[src/rtl/cla_pkg.sv]
// Shared types and helpers for the pipelined carry-lookahead adder.
package cla_pkg;

  typedef enum logic [1:0] {
    OP_ADD = 2'b00,
    OP_ADC = 2'b01,
    OP_SUB = 2'b10,
    OP_SBC = 2'b11
  } op_t;

  localparam int GROUP_MIN = 2;
  localparam int GROUP_MAX = 8;

  function automatic int ngrp(input int width, input int group);
    return width / group;
  endfunction

endpackage

[src/rtl/cla_adder_pipe_group.sv]
// One lookahead group: group generate/propagate plus the carry into every bit,
// each carry built as a flat sum of products rather than a ripple chain.
module cla_group #(
  parameter int GROUP = 4
) (
  input  logic [GROUP-1:0] i_g,
  input  logic [GROUP-1:0] i_p,
  input  logic             i_cin,
  output logic             o_gg,
  output logic             o_pg,
  output logic [GROUP-1:0] o_carry
);

  // Carry into bit i = OR over j<i of g[j]&p[i-1..j+1], plus p[i-1..0]&cin.
  always_comb begin
    logic v_acc;
    logic v_term;
    v_acc   = 1'b0;
    v_term  = 1'b0;
    o_carry = '0;
    for (int i = 0; i < GROUP; i++) begin
      v_acc = i_cin;
      for (int m = 0; m < i; m++) v_acc = v_acc & i_p[m];
      for (int j = 0; j < i; j++) begin
        v_term = i_g[j];
        for (int m = j + 1; m < i; m++) v_term = v_term & i_p[m];
        v_acc = v_acc | v_term;
      end
      o_carry[i] = v_acc;
    end
    o_gg = 1'b0;
    for (int j = 0; j < GROUP; j++) begin
      v_term = i_g[j];
      for (int m = j + 1; m < GROUP; m++) v_term = v_term & i_p[m];
      o_gg = o_gg | v_term;
    end
    o_pg = &i_p;
  end

endmodule

[src/rtl/cla_adder_pipe.sv]
// Two-stage valid/ready carry-lookahead adder/subtractor with cascadable group G/P.
// Optional overflow/zero flags are built only when CLA_FLAGS_EN is defined.
module cla_adder_pipe
  import cla_pkg::*;
#(
  parameter  int WIDTH = 36,
  parameter  int GROUP = 4,
  localparam int NGRP  = ngrp(WIDTH, GROUP)
) (
  input  logic             clk,
  input  logic             rst_n,
  input  logic             in_valid,
  output logic             in_ready,
  input  op_t              in_op,
  input  logic [WIDTH-1:0] in_a,
  input  logic [WIDTH-1:0] in_b,
  input  logic             in_cin,
  output logic             out_valid,
  input  logic             out_ready,
  output logic [WIDTH-1:0] out_sum,
  output logic             out_cout,
  output logic [NGRP-1:0]  out_gg,
  output logic [NGRP-1:0]  out_pg,
  output logic             out_ovf,
  output logic             out_zero
);

  if ((WIDTH % GROUP) != 0) begin : g_badWidth
    $error("cla_adder_pipe: WIDTH %0d is not a multiple of GROUP %0d", WIDTH, GROUP);
  end
  if ((GROUP < GROUP_MIN) || (GROUP > GROUP_MAX)) begin : g_badGroup
    $error("cla_adder_pipe: GROUP %0d outside legal range", GROUP);
  end

  logic             w_s1Adv;
  logic             w_s2Adv;
  logic [WIDTH-1:0] w_eb;
  logic             w_ec;
  logic [NGRP-1:0]  w_s1Gg;
  logic [NGRP-1:0]  w_s1Pg;
  logic [WIDTH-1:0] w_unusedS1Carry;

  logic             r_s1Valid;
  logic [WIDTH-1:0] r_a;
  logic [WIDTH-1:0] r_eb;
  logic             r_ec;
  logic [NGRP-1:0]  r_gg;
  logic [NGRP-1:0]  r_pg;

  logic [NGRP:0]    w_gc;
  logic [NGRP-1:0]  w_s2Gg;
  logic [NGRP-1:0]  w_s2Pg;
  logic [WIDTH-1:0] w_bitC;
  logic [WIDTH-1:0] w_sum;

  logic             r_outValid;
  logic [WIDTH-1:0] r_sum;
  logic             r_cout;
  logic [NGRP-1:0]  r_outGg;
  logic [NGRP-1:0]  r_outPg;

  assign w_s2Adv  = !r_outValid || out_ready;
  assign w_s1Adv  = !r_s1Valid || w_s2Adv;
  assign in_ready = w_s1Adv;

  // Subtraction is a + ~b + 1; the borrow variants take the carry from in_cin.
  always_comb begin
    w_eb = in_b;
    w_ec = 1'b0;
    case (in_op)
      OP_ADD:  w_ec = 1'b0;
      OP_ADC:  w_ec = in_cin;
      OP_SUB:  begin w_eb = ~in_b; w_ec = 1'b1;   end
      OP_SBC:  begin w_eb = ~in_b; w_ec = in_cin; end
      default: w_ec = 1'b0;
    endcase
  end

  for (genvar k = 0; k < NGRP; k++) begin : g_s1Grp
    cla_group #(.GROUP(GROUP)) u_grp (
      .i_g     (in_a[k*GROUP +: GROUP] & w_eb[k*GROUP +: GROUP]),
      .i_p     (in_a[k*GROUP +: GROUP] | w_eb[k*GROUP +: GROUP]),
      .i_cin   (1'b0),
      .o_gg    (w_s1Gg[k]),
      .o_pg    (w_s1Pg[k]),
      .o_carry (w_unusedS1Carry[k*GROUP +: GROUP])
    );
  end

  always_ff @(posedge clk or negedge rst_n) begin
    if (!rst_n) begin
      r_s1Valid <= 1'b0;
      r_a       <= '0;
      r_eb      <= '0;
      r_ec      <= 1'b0;
      r_gg      <= '0;
      r_pg      <= '0;
    end else if (w_s1Adv) begin
      r_s1Valid <= in_valid;
      if (in_valid) begin
        r_a  <= in_a;
        r_eb <= w_eb;
        r_ec <= w_ec;
        r_gg <= w_s1Gg;
        r_pg <= w_s1Pg;
      end
    end
  end

  // Second-level lookahead: every group carry-in is a flat product-sum of GG/PG.
  always_comb begin
    logic v_acc;
    logic v_term;
    v_acc  = 1'b0;
    v_term = 1'b0;
    w_gc   = '0;
    for (int k = 0; k <= NGRP; k++) begin
      v_acc = r_ec;
      for (int m = 0; m < k; m++) v_acc = v_acc & r_pg[m];
      for (int j = 0; j < k; j++) begin
        v_term = r_gg[j];
        for (int m = j + 1; m < k; m++) v_term = v_term & r_pg[m];
        v_acc = v_acc | v_term;
      end
      w_gc[k] = v_acc;
    end
  end

  for (genvar k = 0; k < NGRP; k++) begin : g_s2Grp
    cla_group #(.GROUP(GROUP)) u_grp (
      .i_g     (r_a[k*GROUP +: GROUP] & r_eb[k*GROUP +: GROUP]),
      .i_p     (r_a[k*GROUP +: GROUP] | r_eb[k*GROUP +: GROUP]),
      .i_cin   (w_gc[k]),
      .o_gg    (w_s2Gg[k]),
      .o_pg    (w_s2Pg[k]),
      .o_carry (w_bitC[k*GROUP +: GROUP])
    );
  end

  assign w_sum = r_a ^ r_eb ^ w_bitC;

  always_ff @(posedge clk or negedge rst_n) begin
    if (!rst_n) begin
      r_outValid <= 1'b0;
      r_sum      <= '0;
      r_cout     <= 1'b0;
      r_outGg    <= '0;
      r_outPg    <= '0;
    end else if (w_s2Adv) begin
      r_outValid <= r_s1Valid;
      if (r_s1Valid) begin
        r_sum   <= w_sum;
        r_cout  <= w_gc[NGRP];
        r_outGg <= w_s2Gg;
        r_outPg <= w_s2Pg;
      end
    end
  end

`ifdef CLA_FLAGS_EN
  logic r_ovf;
  logic r_zero;

  always_ff @(posedge clk or negedge rst_n) begin
    if (!rst_n) begin
      r_ovf  <= 1'b0;
      r_zero <= 1'b0;
    end else if (w_s2Adv && r_s1Valid) begin
      r_ovf  <= (r_a[WIDTH-1] == r_eb[WIDTH-1]) && (w_sum[WIDTH-1] != r_a[WIDTH-1]);
      r_zero <= (w_sum == '0);
    end
  end

  assign out_ovf  = r_ovf;
  assign out_zero = r_zero;
`else
  assign out_ovf  = 1'b0;
  assign out_zero = 1'b0;
`endif

  assign out_valid = r_outValid;
  assign out_sum   = r_sum;
  assign out_cout  = r_cout;
  assign out_gg    = r_outGg;
  assign out_pg    = r_outPg;

endmodule
[config.mk]
export PLATFORM = sky130hd
export DESIGN_NAME = cla_adder_pipe
export DESIGN_NICKNAME = d
export VERILOG_FILES = /design/src/rtl/cla_pkg.sv /design/src/rtl/cla_adder_pipe_group.sv /design/src/rtl/cla_adder_pipe.sv
export SDC_FILE = /design/constraint.sdc
export NUM_CORES = 1
export LEC_CHECK = 0
export CORE_MARGIN = 10
export CORE_UTILIZATION = 39
export CTS_CLUSTER_SIZE = 16
export DETAILED_ROUTE_END_ITERATION = 8
export GPL_TIMING_DRIVEN = 0
export MAX_ROUTING_LAYER = met4
export PLACE_DENSITY = 0.6
export SETUP_SLACK_MARGIN = 0.5
export SYNTH_ARGS = -nofsm -noshare
export SYNTH_HDL_FRONTEND = slang
export SYNTH_SLANG_ARGS = --single-unit
[constraint.sdc]
create_clock -name clk -period 3.7 [get_ports clk]
set_input_delay 0.74 -clock clk [delete_from_list [all_inputs] [get_ports clk]]
set_output_delay 0.74 -clock clk [all_outputs]
set_load 0.01 [all_outputs]
==> impl_metrics.tcl, run 1 <==
set metrics [dict create \
    status "finished, final reports clean" \
    via_per_inst 5.25 \
    end_kind "flip-flop" \
    io_pins 138 \
    drtIter0Drc 632 \
    rows 56 \
    worstPathMaxFanout 10 \
    clk_pin_slew_ns 0.06 \
    initial_utilization_pct 39.5 \
    ys_ff_latch 148 \
    cp_data_required_time_ns 4.07 \
    worstSetupStartpointType "primary input" \
    yosysWarnings 0 \
    synth_edf_count 0 \
    hold_buffers 0 \
    fin_setup_tns_ns 0 \
    final_nets 1379 \
    fin_worst_skew_ns 0.00902 \
    grt_pass1_vias 8298 \
    slew_headroom_pct 26.8 \
    portBuffers 134 \
    grt_pass1_wl_um 47400 \
    drt_first_pass_iters 5 \
    cts_buffer_depth 2 \
    post_cts_buffers 0 \
    clkSinkCount 148 \
    tightestPinTransition_ns 1.10 \
    drive_above_1_share_pct 4.38 \
    dpl_cell_area_um2 11000 \
    synthTopCellsByCount "nand2_1 (194), dfrtp_1 (148), o21ai_0 (130)" \
    final_cells 1551 \
    criticalPathCategory "primary input to flip-flop" \
    synth.yosys.seq_area_share_pct 40.1 \
    die_w_um 174 \
    synth-async-reset-ratio_pct 100 \
    slew_viol_final 0 \
    diodes 0 \
    post_cts_resized 0 \
    area_growth_syn_to_layout_pct 27.0 \
    synth_cells 1064 \
    dr_total_vias 8138 \
    syn-cell-area_um2 9250 \
    leakagePower_uw 0.00530 \
    crit_top_cell "clkbuf_1" \
    gp_congestion 0.864 \
    drc_errors 0 \
    arrival_ns 3.47 \
    crit_path_cell_trace "clkdlybuf4s50_1 -> nand2b_1 -> and2_1 -> clkbuf_1 -> clkbuf_1 -> o21ai_0 -> nand2_1" \
    final_area_um2 11700 \
    core_region_area_um2 23400 \
    dp_cells 1519 \
    irDropWorstVdd_uv 285 \
    rr_worst_depth 8 \
    hpwlAfterDp_um 22500 \
    yosysTopAreaCellShare_pct 40.1 \
    period_needed_ns 3.11 \
    cts_tree "done" \
    rsz0062_at_grt "no" \
    die_area_um2 30300 \
    h-tree-depth 4 \
    clk_latency_ns 0.43 \
    fp.dieH_um 174 \
    hold_viol 0 \
    synthFlopType "dfrtp_1" \
    p_per_area_nw_per_um2 558 \
    hold_slack_ns 0.302 \
    wire_per_inst_um 19.7 \
    synth_most_common_cell "nand2_1" \
    critPathMaxStageDelay_ns 0.75 \
    grt_max_degree 87 \
    root_buffer "clkbuf_16" \
    syn_area_per_cell_um2 8.69 \
    hold_class "primary input to asynchronous set/reset pin" \
    ant_nets 0 \
    track_usage_pct 20.7 \
    setup_viol 0 \
    ys_types 59 \
    drt-total-wl_um 30500 \
    maxCapViolations 0 \
    crit_slowest_cell "clkbuf_1" \
    numCtsBuffers 17 \
    yosys-top-cells-area "dfrtp_1 (40%), ha_1 (9.7%), nand2_1 (7.9%)" \
    final.period_utilization_pct 84.0 \
    max_freq_ghz 0.322 \
    overflow 0 \
    antenna_found_initial 0 \
    synth_top_area_cell "dfrtp_1" \
]
-- flip-flops by register name (all words and copies together), names as in the netlist --
name / cells
r_s1Valid: 1
r_gg: 9
r_a: 36
out_valid: 1
r_eb: 36
out_sum: 36
r_pg: 9
out_pg: 9
r_ec: 1
out_cout: 1
out_gg: 9
-- per-layer routing --
| layer | up-vias | wire length (um) | part of all wire (%) | GRT usage [%] |
|---|---|---|---|---|
| met2 | 242 | 14700 | 48 | 33.7 |
| li1 | 3925 | - | - | - |
| met1 | 3926 | 13400 | 44 | 25.4 |
| met4 | 0 | 733 | 2.4 | 6.84 |
| met5 | - | 0 | 0 | - |
| met3 | 45 | 1660 | 5.4 | 3.94 |
-- cell type report --
class / instances / area, um2
inverters: 112 / 420
clock inverters: 13 / 278
multi-input cells: 761 / 4940
plain buffers: 44 / 189
clock buffers: 19 / 443
repair buffers: 135 / 1370
well taps: 319 / 399
fillers: 2238 / 11700
flip-flops and latches: 148 / 3700
-- path summary, 6_finish.rpt --
path / from / endpoint / slack, ns
setup / recovery: out_ready / out_gg[8]$_DFFE_PN0P_ / 0.59
hold / removal: rst_n / r_eb[9]$_DFFE_PN0P_ / 0.30
setup reg to reg: r_ec$_DFFE_PN0P_ / out_sum[33]$_DFFE_PN0P_ / 0.90
hold reg to reg: out_gg[8]$_DFFE_PN0P_ / out_gg[8]$_DFFE_PN0P_ / 0.46
max in group asynchronous: rst_n / out_sum[22]$_DFFE_PN0P_ / 2.55
min in group clk: out_gg[8]$_DFFE_PN0P_ / out_gg[8]$_DFFE_PN0P_ / 0.46
-- power by group --
group          switching [uW]  internal, uW  leakage [uW]
clock network             715          1420      0.000343
registers                 286          2000       0.00181
logic                    1120          1010       0.00314
total                    2120          4430       0.00530
-- kinds of logic after synthesis --
family,count (synthesis),share of synthesized area (%)
AO/OA/AOI/OAI,283,19.2
other,1,0.0406
flip-flops,148,40.1
adder cells (fa/ha/maj),82,11.8
AND/OR/NAND/NOR,340,17.1
buffers and inverters,156,6.59
XOR/XNOR,47,4.45
multiplexers,7,0.758
-- cell usage in the layout, fill, tap and decap left out, types with 22 or more instances in the layout --
cell type	n
nor2_1	29
a21oi_1	40
nand2_1	194
clkdlybuf4s50_1	133
dfrtp_1	148
inv_1	111
o21ai_0	130
ha_1	72
xnor2_1	25
clkbuf_1	24
xor2_1	22
-- through the flow --
step / setup slack, ns / power [uW] / util, %
4_1_cts: 0.603 / 6590 / 50.2
5_1_grt: 0.503 / 6930 / 50.2
2_1_floorplan: 1.62 / 3360 / -
3_5_place_dp: 0.160 / 4450 / 47.1
6_report: 0.590 / 6550 / 50.2
3_3_place_gp: -4.41 / 4410 / 47.0
-- worst max-delay path: cells and delay by family --
kind,cells,cell delay [ns]
AOI/OAI and AO/OA,1,0.28
buffers and inverters,3,1.92
and+or+nand+nor,3,0.52
(Power assumes the default switching activity.)
==> inputs of run 2 (changes only) <==
- clock period: 3.7 -> 3.1 ns (I/O delays scaled with it)
==> run 2 against run 1 <==
Compared with the run above:
- global-route usage about the same
- register-to-register slack worse by 0.30 ns
- critical path depth unchanged
- die area unchanged
- combinational power up 20%
- wire length up 0.16%
- worst setup slack worse by 0.0074 ns
- non-clock buffer count unchanged
- sequential cell count unchanged
- count of clock-buffer cells in the layout unchanged
- worst hold slack worse by 0.12 ns
- cell area up 0.31%
- largest cell class unchanged
- highest routed layer unchanged
==> impl_metrics.tcl, run 2 (synthesis gave the netlist of run 1 again) <==
set metrics [dict create \
    hold_slack_ns 0.182 \
    cp_data_required_time_ns 3.41 \
    dp_slack_ns -0.320 \
    final_cells 1551 \
    initial_utilization_pct 39.5 \
    worstPathMaxFanout 10 \
    p_per_area_nw_per_um2 666 \
    period_needed_ns 2.52 \
    drtIter0Drc 606 \
    final_common_cell "nand2_1" \
    setup_ws_ns 0.583 \
    finalPower_uw 7840 \
    grt_pass1_vias 8299 \
    hpwlAfterDp_um 22500 \
    cts_buffer_depth 2 \
    drt-total-wl_um 30600 \
    clkSinkCount 148 \
    portBuffers 134 \
    crit_family "buffers and inverters" \
    dp_cells 1519 \
    track_usage_pct 20.7 \
    dr_total_vias 8182 \
    tightestPinTransition_ns 0.959 \
    worstSetupStartpointType "primary input" \
    clk_pin_slew_ns 0.06 \
    h-tree-depth 4 \
    die_area_um2 30300 \
    rsz0062_at_grt "yes" \
    io_pins 138 \
    clk_latency_ns 0.43 \
    core_region_area_um2 23400 \
    area_growth_syn_to_layout_pct 27.4 \
    overflow 0 \
    hold_viol 0 \
    crit_path_cell_trace "clkdlybuf4s50_1 -> nand3b_1 -> nand2_1 -> clkbuf_1 -> clkbuf_1 -> nand2_1 -> o41ai_1" \
    final_cell_mix "nand2_1 (194), dfrtp_1 (148), clkdlybuf4s50_1 (133)" \
    diodes 0 \
    criticalPathCategory "primary input to flip-flop" \
    worstPathBufferInverterCount 3 \
    grt_pass1_wl_um 47500 \
    grt_max_degree 87 \
    hold_class "primary input to asynchronous set/reset pin" \
    via_per_inst 5.28 \
    root_buffer "clkbuf_16" \
    die_w_um 174 \
    ant_nets 0 \
    crit_slowest_cell "clkbuf_1" \
    drive_above_1_share_pct 5.11 \
    arrival_ns 2.83 \
    final_nets 1379 \
    status "finished, final reports clean" \
    antenna_found_initial 0 \
    numCtsBuffers 17 \
    post_cts_buffers 0 \
    end_kind "flip-flop" \
    fp.dieH_um 174 \
    reg2reg_slack_ns 0.60 \
    drt_first_pass_iters 5 \
    r2r_end "out_sum[33]$_DFFE_PN0P_" \
    slew_viol_final 0 \
    critPathMaxStageDelay_ns 0.57 \
    rr_worst_depth 8 \
    maxCapViolations 0 \
    cts_tree "done" \
    rows 56 \
    post-route-util_pct 50.3 \
    final.period_utilization_pct 81.2 \
    leakagePower_uw 0.00533 \
    max_freq_ghz 0.397 \
    slew_headroom_pct 36.1 \
    reg2reg_from "r_pg[2]$_DFFE_PN0P_" \
    fin_worst_skew_ns 0.00937 \
    wire_per_inst_um 19.7 \
    setup_viol 0 \
    irDropWorstVdd_uv 322 \
    drc_errors 0 \
    gp_congestion 0.864 \
]
run 2: how the worst max path moves through the flow:
stage,start,endpoint,slack [ns],cells past startpoint
finish,out_ready,r_gg[7]$_DFFE_PN0P_,0.58,7
global route,r_pg[2]$_DFFE_PN0P_,out_sum[33]$_DFFE_PN0P_,0.48,8
CTS,out_ready,out_gg[8]$_DFFE_PN0P_,0.45,7
detailed placement,out_ready,out_gg[8]$_DFFE_PN0P_,-0.32,7
global placement,rst_n,out_sum[28]$_DFFE_PN0P_,-4.89,1
floorplan,r_ec$_DFFE_PN0P_,out_sum[33]$_DFFE_PN0P_,1.11,8
run 2: worst reg2reg max path, cell delays in order (launching register included):
cell and delay, ns:
dfrtp_1 0.44, and2_1 0.23, a41oi_4 0.44, a21oi_1 0.18
o21ai_1 0.25, nand2b_1 0.13, fa_1 0.40, xnor2_1 0.17
o21ai_0 0.10
run 2: final cells by class:
type	count	area (um2)
Tap cell	319	399
Multi-Input combinational cell	761	4950
Fill cell	2233	11600
Clock inverter	13	278
Buffer	44	206
Inverter	112	420
Timing Repair Buffer	135	1370
Sequential cell	148	3700
Clock buffer	19	443
run 2: report_power, final:
part	internal [uW]	total, uW	switching (uW)
Combinational	1210	2550	1340
Sequential	2390	2730	344
Clock	1700	2550	857
Total	5290	7840	2550
run 2: layer usage:
layer  up-vias  share of wire [%]  track usage [%]
li1       3926                  -                -
met1      3964                 44             25.5
met2       256                 49             33.9
met3        36                5.4             3.94
met4         0                1.9             6.48
met5         -                  0                -
run 2: per-stage QoR:
stage	instance area [um2]	setup TNS, ns
after floorplan	9250	0
after global placement	11000	-725.01
after detailed placement	11000	-3.10
after CTS	11800	0
after global routing	11800	0
final	11800	0
run 2: repair_timing:
action                                  in CTS  in global routing
endpoints found under the setup margin      15                 26
pin swaps                                    1                  0
hold buffers                                 0                  0
hold endpoints to repair                     0                  0
resized for setup                            7                 13
==> inputs of run 3 (changes only) <==
- PLACE_DENSITY: 0.6 -> 0.62
- clock period: 3.1 -> 2.1 ns (I/O delays scaled with it)
==> run 3 against run 2 <==
Compared with the run above:
- the flow now finishes with violations (setup timing)
- via count rose by 6.0%
- combinational power rose by 77%
- global-route usage rose by 0.92 points
- non-clock buffer count rose by 51
- total power rose by 57%
- die area did not move
- sequential cell count did not move
- critical endpoint is now out_sum[33]$_DFFE_PN0P_
- largest cell class unchanged
==> impl_metrics.tcl, run 3 (synthesis gave the netlist of run 1 again) <==
set metrics [dict create \
    switching_power_uw 4190 \
    drt-total-wl_um 33500 \
    power_frac_comb_pct 36.6 \
    fin_setup_tns_ns -0.0807 \
    fin_worst_skew_ns 0.00961 \
    violations "setup timing" \
    final_common_cell "dfrtp_1" \
    fillers 2030 \
    dpl_cell_area_um2 11100 \
    fp.dieH_um 174 \
    crit_path_cell_trace "a21o_4 -> o21ai_4 -> a21oi_2 -> o21ai_2 -> nand2b_1 -> fa_2 -> xnor2_2 -> o21ai_1" \
    grt_max_degree 96 \
    grt_pass1_vias 8569 \
    area_growth_syn_to_layout_pct 47.0 \
    crit_family "compound AO/OA/AOI/OAI gates" \
    critPathMaxStageDelay_ns 0.46 \
    portBuffers 134 \
    die_area_um2 30300 \
    final_cell_mix "dfrtp_1 (144), nand2_1 (125), inv_1 (110)" \
    status "complete, but fails checks" \
    worstPathMaxFanout 4 \
    gp_congestion 0.871 \
    drc_errors 0 \
    hold_slack_ns 0.302 \
    root_buffer "clkbuf_16" \
    numCtsBuffers 17 \
    max_freq_ghz 0.465 \
    tightestPinTransition_ns 0.567 \
    die_w_um 174 \
    hold_class "primary input to flip-flop" \
    drive_above_1_share_pct 23.1 \
    clockPowerShare_pct 30.6 \
    overflow 0 \
    irDropWorstVdd_uv 494 \
    core_region_area_um2 23400 \
    setup_viol 2 \
    crit_slowest_cell "dfrtp_2" \
    final.period_utilization_pct 102 \
    rows 56 \
    cts_buffer_depth 2 \
    slew_headroom_pct 62.1 \
    internal_power_uw 8120 \
    seqPwrFrac_pct 32.8 \
    via_per_inst 5.41 \
    drtIter0Drc 633 \
    worstPathBufferInverterCount 0 \
    p_sw_share_pct 34.1 \
    antenna_found_initial 1 \
    clk_pin_slew_ns 0.07 \
    drt_first_pass_iters 5 \
    clk_latency_ns 0.43 \
    rsz0062_at_grt "yes" \
    h-tree-depth 4 \
    leakagePower_uw 0.00635 \
    clkSinkCount 148 \
    wire_per_inst_um 20.9 \
    io_pins 138 \
    hold_viol 0 \
    final_area_um2 13600 \
    cts_tree "done" \
    maxCapViolations 0 \
    end_kind "flip-flop" \
    period_needed_ns 2.15 \
    ant_nets 0 \
    hpwlAfterDp_um 22500 \
    grt_pass1_wl_um 49500 \
    criticalPathCategory "flip-flop to flip-flop" \
    track_usage_pct 21.7 \
    dr_total_vias 8674 \
    worstSetupStartpointType "flip-flop" \
    setup_ws_ns -0.0486 \
    p_per_area_nw_per_um2 906 \
    initial_utilization_pct 39.5 \
    arrival_ns 2.46 \
    slew_viol_final 0 \
    final_nets 1430 \
    cp_data_required_time_ns 2.41 \
]
-- run 3: cell types whose count changed in the layout (fill, tap and decap cells not counted), moves of 28 or more --
cell / change
dlygate4sd2_1: +63
o21ai_2: +28
o21ai_0: -68
o21ai_1: +40
clkdlybuf4s50_1: -70
nand2_1: -69
nand2_2: +34
nand2_4: +35
-- run 3: power groups by stage --
stage / combinational [uW] / clock (uW) / sequential [uW]
global route: 4930 / 3910 / 4120
floorplan: 1820 / 0 / 4140
finish: 4510 / 3760 / 4040
global placement: 3730 / 0 / 4060
CTS: 4100 / 3790 / 4030
detailed placement: 3800 / 0 / 4080
-- run 3: final timing paths --
kind | from | end | slack (ns) | depth (start not counted)
min in group asynchronous | rst_n | r_eb[11]$_DFFE_PN0P_ | 0.51 | 2
setup / recovery | r_gg[2]$_DFFE_PN0P_ | out_sum[33]$_DFFE_PN0P_ | -0.05 | 8
setup reg to reg | r_gg[2]$_DFFE_PN0P_ | out_sum[33]$_DFFE_PN0P_ | -0.05 | 8
max in group asynchronous | rst_n | r_eb[27]$_DFFE_PN0P_ | 0.73 | 3
hold reg to reg | out_sum[28]$_DFFE_PN0P_ | out_sum[28]$_DFFE_PN0P_ | 0.47 | 2
hold / removal | in_a[29] | r_a[29]$_DFFE_PN0P_ | 0.30 | 3
-- run 3: metal layers --
layer	track usage [%]	wire length, um	vias to the layer above
met5	-	0	-
met4	8.41	1120	0
met1	26.7	13900	4256
li1	-	-	4028
met3	3.66	1990	68
met2	34.9	16500	322
-- run 3: through the flow --
stage	utilization (%)	setup WS [ns]	power, uW	cells
6_report	58.1	-0.0486	12300	1603
5_1_grt	58.1	-0.107	13000	1603
4_1_cts	54.6	-0.0154	11900	1582
3_5_place_dp	47.3	-1.04	7880	1519
3_3_place_gp	47.2	-5.68	7800	1518
2_1_floorplan	-	0.295	5960	1065
-- run 3: final cells by class --
cell class                      instances  area (um2)  area share [%]
Multi-Input combinational cell        761        5870            43.2
Sequential cell                       148        3710            27.3
Timing Repair Buffer                  186        1950            14.3
Buffer                                 44         523            3.85
Clock buffer                           19         443            3.26
Inverter                              112         423            3.11
Tap cell                              319         399            2.94
Clock inverter                         13         278            2.04
Antenna cell                            1        2.50          0.0184
-- run 3: repair_timing --
action | 4_1_cts | 5_1_grt
pin swaps | 42 | 28
setup buffers | 28 | 13
resized for setup | 305 | 170
gates cloned | 2 | 7
setup endpoints to repair | 203 | 128
hold endpoints to repair | 53 | 0
hold buffers | 1 | 0
-- run 3: tightest hold or removal path, delay by kind of cell --
kind | cells | cell delay (ns)
compound gates | 1 | 0.06
buf+inv | 1 | 0.16
simple gates | 1 | 0.06
